$ cat src/rtl/booth_accumulator.sv
// ---------------------------------------------------------------------------
// booth_accumulator
//
// Sequential radix-4 Booth multiplier: control and accumulation stage.
// Accepts a signed operand pair over a valid/ready handshake, then walks
// the multiplier one Booth group per cycle. For every group it presents
// the group bits, the group index and the latched multiplicand to an
// external BoothEncoder, and adds the partial product the encoder returns
// (already shifted by 2*i) into a 2*N_BITS accumulator. When the last
// group has been summed the product is offered downstream on a
// valid/ready handshake.
//
// Parameters
//   N_BITS            operand width; even, 4..64
//
// Ports
//   clk               rising-edge clock
//   rst               synchronous active-high reset
//   in_valid          operand pair valid
//   in_ready          block can accept operands (IDLE only)
//   multiplicand      signed operand A
//   multiplier        signed operand B (Booth-recoded internally)
//   enc_multiplicand  latched A, to encoder
//   enc_group_index   current group index i, to encoder
//   enc_booth_group   {B[2i+1], B[2i], B[2i-1]} with B[-1] = 0, to encoder
//   enc_pp            partial product from encoder for the current group
//   out_valid         product valid (DONE only)
//   out_ready         downstream accepts product
//   product           signed A*B, 2*N_BITS wide
//
// Configuration
//   BOOTH_EARLY_EXIT_EN  when defined, finish as soon as every remaining
//                        multiplier group is 000/111 (they contribute
//                        zero), giving a latency of 1..N_BITS/2 cycles.
//                        When undefined, latency is always N_BITS/2.
// ---------------------------------------------------------------------------
module booth_accumulator #(
  parameter int N_BITS = 32
) (
  input  logic                  clk,
  input  logic                  rst,
  input  logic                  in_valid,
  output logic                  in_ready,
  input  logic [N_BITS-1:0]     multiplicand,
  input  logic [N_BITS-1:0]     multiplier,
  output logic [N_BITS-1:0]     enc_multiplicand,
  output logic [4:0]            enc_group_index,
  output logic [2:0]            enc_booth_group,
  input  logic [2*N_BITS:0]     enc_pp,
  output logic                  out_valid,
  input  logic                  out_ready,
  output logic [2*N_BITS-1:0]   product
);

  localparam int          PROD_W   = 2 * N_BITS;
  localparam logic [4:0]  LAST_IDX = 5'(N_BITS / 2 - 1);

  typedef enum logic [1:0] {
    IDLE  = 2'd0,
    ACCUM = 2'd1,
    DONE  = 2'd2
  } state_e;

  state_e              state_q, state_d;
  logic [N_BITS-1:0]   a_q, a_d;
  logic [N_BITS-1:0]   b_q, b_d;
  logic [PROD_W-1:0]   acc_q, acc_d;
  logic [4:0]          idx_q, idx_d;

  logic [5:0]          group_shift;
  logic [N_BITS:0]     b_ext;
  logic [N_BITS:0]     b_shifted;
  logic [2:0]          group_bits;
  logic                last_group;

  // The top bit of enc_pp only exists for the encoder's own sign handling;
  // the accumulator works modulo 2^(2*N_BITS) so it is deliberately dropped.
  logic                unused_pp_msb;
  assign unused_pp_msb = enc_pp[PROD_W];

  // Select the current Booth group. Appending a zero below B supplies the
  // implicit B[-1] = 0, so group i is simply bits [2i+2:2i] of the extended
  // value.
  always_comb begin
    group_shift = {idx_q, 1'b0};
    b_ext       = {b_q, 1'b0};
    b_shifted   = b_ext >> group_shift;
    group_bits  = b_shifted[2:0];
  end

`ifdef BOOTH_EARLY_EXIT_EN
  logic [5:0]          upper_shift;
  logic [N_BITS-1:0]   upper_bits;
  logic                upper_uniform;

  // After group i, the remaining groups are all 000/111 exactly when
  // B[N_BITS-1:2i+1] is all zeros or all ones. An arithmetic shift by 2i+1
  // fills the vacated bits with the sign, so the shifted value is then
  // entirely zeros or entirely ones.
  always_comb begin
    upper_shift   = {idx_q, 1'b1};
    upper_bits    = $signed(b_q) >>> upper_shift;
    upper_uniform = (upper_bits == '0) || (&upper_bits);
    last_group    = (idx_q == LAST_IDX) || upper_uniform;
  end
`else
  // Fixed latency: the walk ends only after the final group.
  always_comb begin
    last_group = (idx_q == LAST_IDX);
  end
`endif

  // State register. Reset aborts any operation in flight and discards the
  // pending product, so no stale out_valid can appear afterwards.
  always_ff @(posedge clk) begin
    if (rst) begin
      state_q <= IDLE;
      a_q     <= '0;
      b_q     <= '0;
      acc_q   <= '0;
      idx_q   <= '0;
    end else begin
      state_q <= state_d;
      a_q     <= a_d;
      b_q     <= b_d;
      acc_q   <= acc_d;
      idx_q   <= idx_d;
    end
  end

  // Next-state logic. Inputs are only looked at in IDLE, so operand or
  // in_valid activity during ACCUM/DONE has no effect.
  always_comb begin
    state_d = state_q;
    case (state_q)
      IDLE:    if (in_valid)   state_d = ACCUM;
      ACCUM:   if (last_group) state_d = DONE;
      DONE:    if (out_ready)  state_d = IDLE;
      default:                 state_d = IDLE;
    endcase
  end

  // Datapath next values. The accumulator is not touched on the accept
  // edge; instead the first ACCUM edge (i = 0) loads the partial product
  // over a zero base. The sum starts from zero exactly as if it had been
  // cleared at accept, while the visible product still only changes on
  // ACCUM edges and on reset.
  always_comb begin
    a_d   = a_q;
    b_d   = b_q;
    acc_d = acc_q;
    idx_d = idx_q;
    case (state_q)
      IDLE: begin
        if (in_valid) begin
          a_d   = multiplicand;
          b_d   = multiplier;
          idx_d = '0;
        end
      end
      ACCUM: begin
        acc_d = ((idx_q == '0) ? '0 : acc_q) + enc_pp[PROD_W-1:0];
        idx_d = idx_q + 5'd1;
      end
      default: begin
      end
    endcase
  end

  // Outputs. Outside ACCUM the encoder sees group 000 at index 0, which
  // forces a zero partial product; the multiplicand simply keeps its last
  // latched value so its bus does not toggle needlessly.
  always_comb begin
    in_ready         = (state_q == IDLE);
    out_valid        = (state_q == DONE);
    product          = acc_q;
    enc_multiplicand = a_q;
    enc_group_index  = '0;
    enc_booth_group  = 3'b000;
    if (state_q == ACCUM) begin
      enc_group_index = idx_q;
      enc_booth_group = group_bits;
    end
  end

endmodule

$ cat config.mk
export PLATFORM = sky130hd
export DESIGN_NAME = booth_accumulator
export DESIGN_NICKNAME = d
export VERILOG_FILES = /design/src/rtl/booth_accumulator.sv
export SDC_FILE = /design/constraint.sdc
export NUM_CORES = 1
export LEC_CHECK = 0
export ABC_AREA = 1
export BUFFER_PORTS_ARGS = -buffer_cell sky130_fd_sc_hd__buf_2
export CAP_MARGIN = 10
export CORE_AREA = 2 2 159 161
export CTS_CLUSTER_SIZE = 40
export DETAILED_ROUTE_END_ITERATION = 16
export DIE_AREA = 0 0 161 163
export PLACE_DENSITY = 0.7
export SLEW_MARGIN = 20
export SYNTH_ARGS = -nofsm -noshare
export SYNTH_HDL_FRONTEND = slang
export SYNTH_SLANG_ARGS = --single-unit
$ cat constraint.sdc
create_clock -name clk -period 3.8 [get_ports clk]
set_input_delay 0.57 -clock clk [delete_from_list [all_inputs] [get_ports clk]]
set_output_delay 0.57 -clock clk [all_outputs]
set_load 0.02 [all_outputs]
==> results by stage <==
Setup path:
- The maximum fanout count along the critical path is 16.
- The worst register-to-register path ends at product[41]$_SDFFE_PP0P_.
- The kind of end point of the critical path is a flop.
- The start of the worst register-to-register path is idx_q[1]$_SDFFE_PP0P_.
- The required time of the critical path is slightly above 4 ns.
- The critical setup path kind is reg2reg.
- The worst setup path is launched from a flop.
- The depth of the most critical reg-to-reg path is 18.
- Data on the critical path arrives at its endpoint at around 3.8 ns.
- Across all register-to-register paths, the minimum setup slack is 0.35 ns.

Clock tree:
- The root buffer cell chosen for the clock tree is sky130_fd_sc_hd__clkbuf_16.
- In this run, post-CTS hold repair placed 0 buffers.
- The count of cells resized by post-cts repair is 0.
- The post-CTS setup repair buffer count is 0.
- The buffer depth of the longest clock path is 2.
- The clock tree synthesis step divided the H-tree into 4 levels.
- TritonCTS built the clock tree.
- The later pin in the worst-skew pair is clocked with a latency of approximately 0.44 ns.
- Clock-pin slew was measured on the worst setup and hold paths at about 0.07 ns.
- The tree built by TritonCTS fans out to approximately 140 sinks.
- The number of buffers inserted during clock tree synthesis is 17.

Floorplanning:
- The area inside the core boundary is approximately 25000 um^2.
- The die covers between 20000 and 30000 um^2.
- From left edge to right edge, the die measures approximately 160 um.
- The number of ports placed on the die boundary is around 240.
- The effective utilization at floorplan is roughly 47%.
- The vertical die dimension is 163 um.
- The number of placement rows is a little under 60.

Finish:
- For this run, the post-layout net count is 2504.
- The area growth from synthesis to layout is 18.12%.
- The fraction of final layout cells sized beyond drive strength 1 is 15.32%.
- Cells fill between 50 and 60% of the core in the end.

Hold path:
- The worst min-delay path category is in2reg.
- The start point of the worst min-delay path is multiplicand[25].
- The depth of the worst hold-timing path is 3.
- The endpoint of the worst hold-timing path is enc_multiplicand[25]$_SDFFE_PP0P_.

GRT:
- Global routing finished with a remaining overflow of 0.
- The via count of the first global-routing pass is between 10000 and 15000.
- Across every metal layer, demand over resource in global routing totals between 20% and 30%.
- Entering global routing, the biggest net connects 76 pins.
- The initial antenna violation count is 3.
- The first global-routing pass estimated about 59000 um of wire.

Timing:
- The count of pins over their slew limit was 0.
- The final critical path takes up between 90% and 100% of the cycle.
- The peak clock frequency supported by timing is between 200 and 300 MHz.
- The count of endpoints failing hold in the final timing report is 0.
- The setup slack after layout is roughly 0.35 ns.
- For the final routed database, the setup TNS stands at 0 ns.
- The clock arrives with approximately 0.012 ns of skew.
- Setup repair after global routing left no endpoint under its margin.
- The number of setup violations in the final report is 0.
- The minimum clock period after layout is around 3.4 ns.
- Headroom to the max-slew limit came out at about 47%.
- At the pin with the least slew margin, the transition time is about 0.79 ns.

Synth:
- After synthesis, the share of flip-flops with an asynchronous set or reset is 0%.
- The cell area that synthesis handed to floorplanning was roughly 12000 um^2.
- Synthesis instantiated 36 different standard cells from the library.
- After technology mapping, the gate count stands at 2086.
- The number of enable-type register cells in the synthesized netlist is 0.
- The number of nets in the synthesized netlist is between 2000 and 2500.
- The number of warnings issued by yosys is 0.
- For this run, the leading register cell type out of synthesis is sky130_fd_sc_hd__dfxtp_1.
- Counting flops and latches in the post-synthesis netlist gives between 100 and 150.
- For this run, the register share of the synthesized area comes to 23.33%.
- The mean area per synthesized cell is roughly 5.6 um^2.

Routing:
- The count of antenna-violating nets left after detailed routing is 0.
- The number of vias after detailed routing is 12797.
- The wire length per cell is about 14 um.
- The first TritonRoute pass finished after 6 iterations.
- After detailed routing, the number of remaining DRC violations is 0.
- In the routed layout, each cell is associated on average with a via count of 4.829.
- For this block, the initial DRC count from the detailed router was just over 1000.
- The total detailed-routing wirelength is 37820 um.

Placed design:
- During placement, the flow inserted port buffers numbering about 240.
- The post-placement setup slack is between 0.4 and 0.5 ns.
- The half-perimeter wire length of the detailed placement result is around 31000 um.
- The weighted congestion reported at the end of routability-driven placement is 0.9635.

Flow run:
- The max capacitance violation total is 0.

Pwr:
- The analysis attributes to cell leakage a power of around 8.1 nW.
- The total power consumption of the routed design is between 4 and 5 mW.
- The power density over the cells is 317.9 nW/um^2.
- Across the VDD grid, the largest voltage drop is roughly 0.00022 V.

Status:
- The run finished with clean final reports.
==> cells by family after synthesis <==
logic type | Yosys count | synth area share, %
AND/OR/NAND/NOR | 1074 | 38.15
buffers and inverters | 509 | 16.69
AO/OA/AOI/OAI | 270 | 12.17
flip-flops | 135 | 23.33
adder cells (fa/ha/maj) | 67 | 7.303
XOR/XNOR | 31 | 2.344
==> power by group <==
group	internal, mW	switching [mW]
Sequential	1.54	0.0633
Clock	0.940	0.761
Combinational	0.347	0.702
==> worst max-delay path: stages (launching register included) <==
cell and delay [ns]:
sky130_fd_sc_hd__dfxtp_1 0.43, sky130_fd_sc_hd__inv_1 0.12, sky130_fd_sc_hd__ha_1 0.15, sky130_fd_sc_hd__nand3_1 0.21, sky130_fd_sc_hd__inv_2 0.26, sky130_fd_sc_hd__buf_4 0.27, sky130_fd_sc_hd__nor2_1 0.08, sky130_fd_sc_hd__ha_1 0.35
sky130_fd_sc_hd__nand2_1 0.13, sky130_fd_sc_hd__nor2_1 0.17, sky130_fd_sc_hd__inv_1 0.10, sky130_fd_sc_hd__nor3_2 0.24, sky130_fd_sc_hd__nand3_1 0.15, sky130_fd_sc_hd__nand2_2 0.20, sky130_fd_sc_hd__nand2_1 0.14, sky130_fd_sc_hd__nand3_1 0.10
sky130_fd_sc_hd__nand3_1 0.10, sky130_fd_sc_hd__nand2_1 0.09, sky130_fd_sc_hd__inv_1 0.03
==> cells in the mapped netlist (2+ instances only) <==
cell type | count | area, um^2
sky130_fd_sc_hd__a21oi_1 | 128 | 640.6
sky130_fd_sc_hd__a31oi_1 | 3 | 18.77
sky130_fd_sc_hd__buf_2 | 17 | 85.08
sky130_fd_sc_hd__clkbuf_1 | 36 | 135.1
sky130_fd_sc_hd__clkinv_1 | 3 | 11.26
sky130_fd_sc_hd__dfxtp_1 | 135 | 2703
sky130_fd_sc_hd__ha_1 | 66 | 825.8
sky130_fd_sc_hd__inv_1 | 443 | 1663
sky130_fd_sc_hd__inv_2 | 8 | 30.03
sky130_fd_sc_hd__nand2_1 | 612 | 2297
sky130_fd_sc_hd__nand2_2 | 17 | 106.4
sky130_fd_sc_hd__nand3_1 | 80 | 400.4
sky130_fd_sc_hd__nand3_2 | 9 | 90.09
sky130_fd_sc_hd__nand4_1 | 12 | 75.07
sky130_fd_sc_hd__nor2_1 | 298 | 1119
sky130_fd_sc_hd__nor2_2 | 24 | 150.1
sky130_fd_sc_hd__nor3_1 | 10 | 50.05
sky130_fd_sc_hd__nor3_2 | 5 | 50.05
sky130_fd_sc_hd__nor3_4 | 2 | 32.53
sky130_fd_sc_hd__nor4_2 | 2 | 25.02
sky130_fd_sc_hd__o2111ai_1 | 2 | 17.52
sky130_fd_sc_hd__o211ai_1 | 4 | 30.03
sky130_fd_sc_hd__o21a_1 | 3 | 22.52
sky130_fd_sc_hd__o21ai_0 | 121 | 605.6
sky130_fd_sc_hd__o21bai_1 | 2 | 15.01
sky130_fd_sc_hd__o221ai_1 | 5 | 43.79
sky130_fd_sc_hd__xor2_1 | 30 | 262.8
==> routing by layer <==
metal | track usage, % | routed length, um | up-vias
li1 | - | - | 6738
met1 | 36.59 | 16710 | 5616
met2 | 48.60 | 17470 | 366
met3 | 4.227 | 2166 | 77
met4 | 11.65 | 1474 | 0
met5 | 0 | 0 | -
==> cell usage in the layout, fill, tap and decap left out, drive strengths merged, types with 5 or more instances in the layout <==
cell type | Yosys | final
ha | 66 | 66
dfxtp | 135 | 135
nand2 | 629 | 629
nand3 | 89 | 89
xor2 | 30 | 30
a21oi | 128 | 128
nor3 | 17 | 17
o21ai | 121 | 121
clkinv | 3 | 7
o221ai | 5 | 5
nand4 | 12 | 12
inv | 451 | 458
clkbuf | 37 | 19
buf | 18 | 254
nor2 | 323 | 323
==> final cells by class <==
type,instances,area (um^2)
diodes,3,7.507
clock inverters,13,135.1
multi-input cells,1442,6949
fillers,2693,10990
flip-flops and latches,135,2703
inverters,454,1704
well taps,330,412.9
clock buffers,19,442.9
repair buffers,254,1326
==> state kept, by name (all words and copies together), names as in the netlist <==
| name | cells |
|---|---|
| state_q | 2 |
| enc_multiplicand | 32 |
| idx_q | 5 |
| b_q | 32 |
| product | 64 |
==> how the worst max path moves through the flow <==
stage,to,cells after the start,slack [ns],startpoint
after detailed placement,product[41]$_SDFFE_PP0P_,18,0.44,idx_q[1]$_SDFFE_PP0P_
after floorplan,product[32]$_SDFFE_PP0P_,24,0.78,idx_q[1]$_SDFFE_PP0P_
after CTS,product[41]$_SDFFE_PP0P_,18,0.39,idx_q[1]$_SDFFE_PP0P_
after global routing,product[41]$_SDFFE_PP0P_,18,0.08,idx_q[1]$_SDFFE_PP0P_
final,product[41]$_SDFFE_PP0P_,18,0.35,idx_q[1]$_SDFFE_PP0P_
after global placement,product[59]$_SDFFE_PP0P_,16,0.48,idx_q[1]$_SDFFE_PP0P_
==> per-stage QoR <==
stage,std cells,cell area (um^2),hold slack (ns)
finish,2650,13680,0.3805
global route,2650,13680,0.3872
CTS,2647,13670,0.3711
detailed placement,2615,13100,0.4659
global placement,2615,13100,0.4553
floorplan,2086,11580,0.4405
Power figures use the tool's default switching activity.
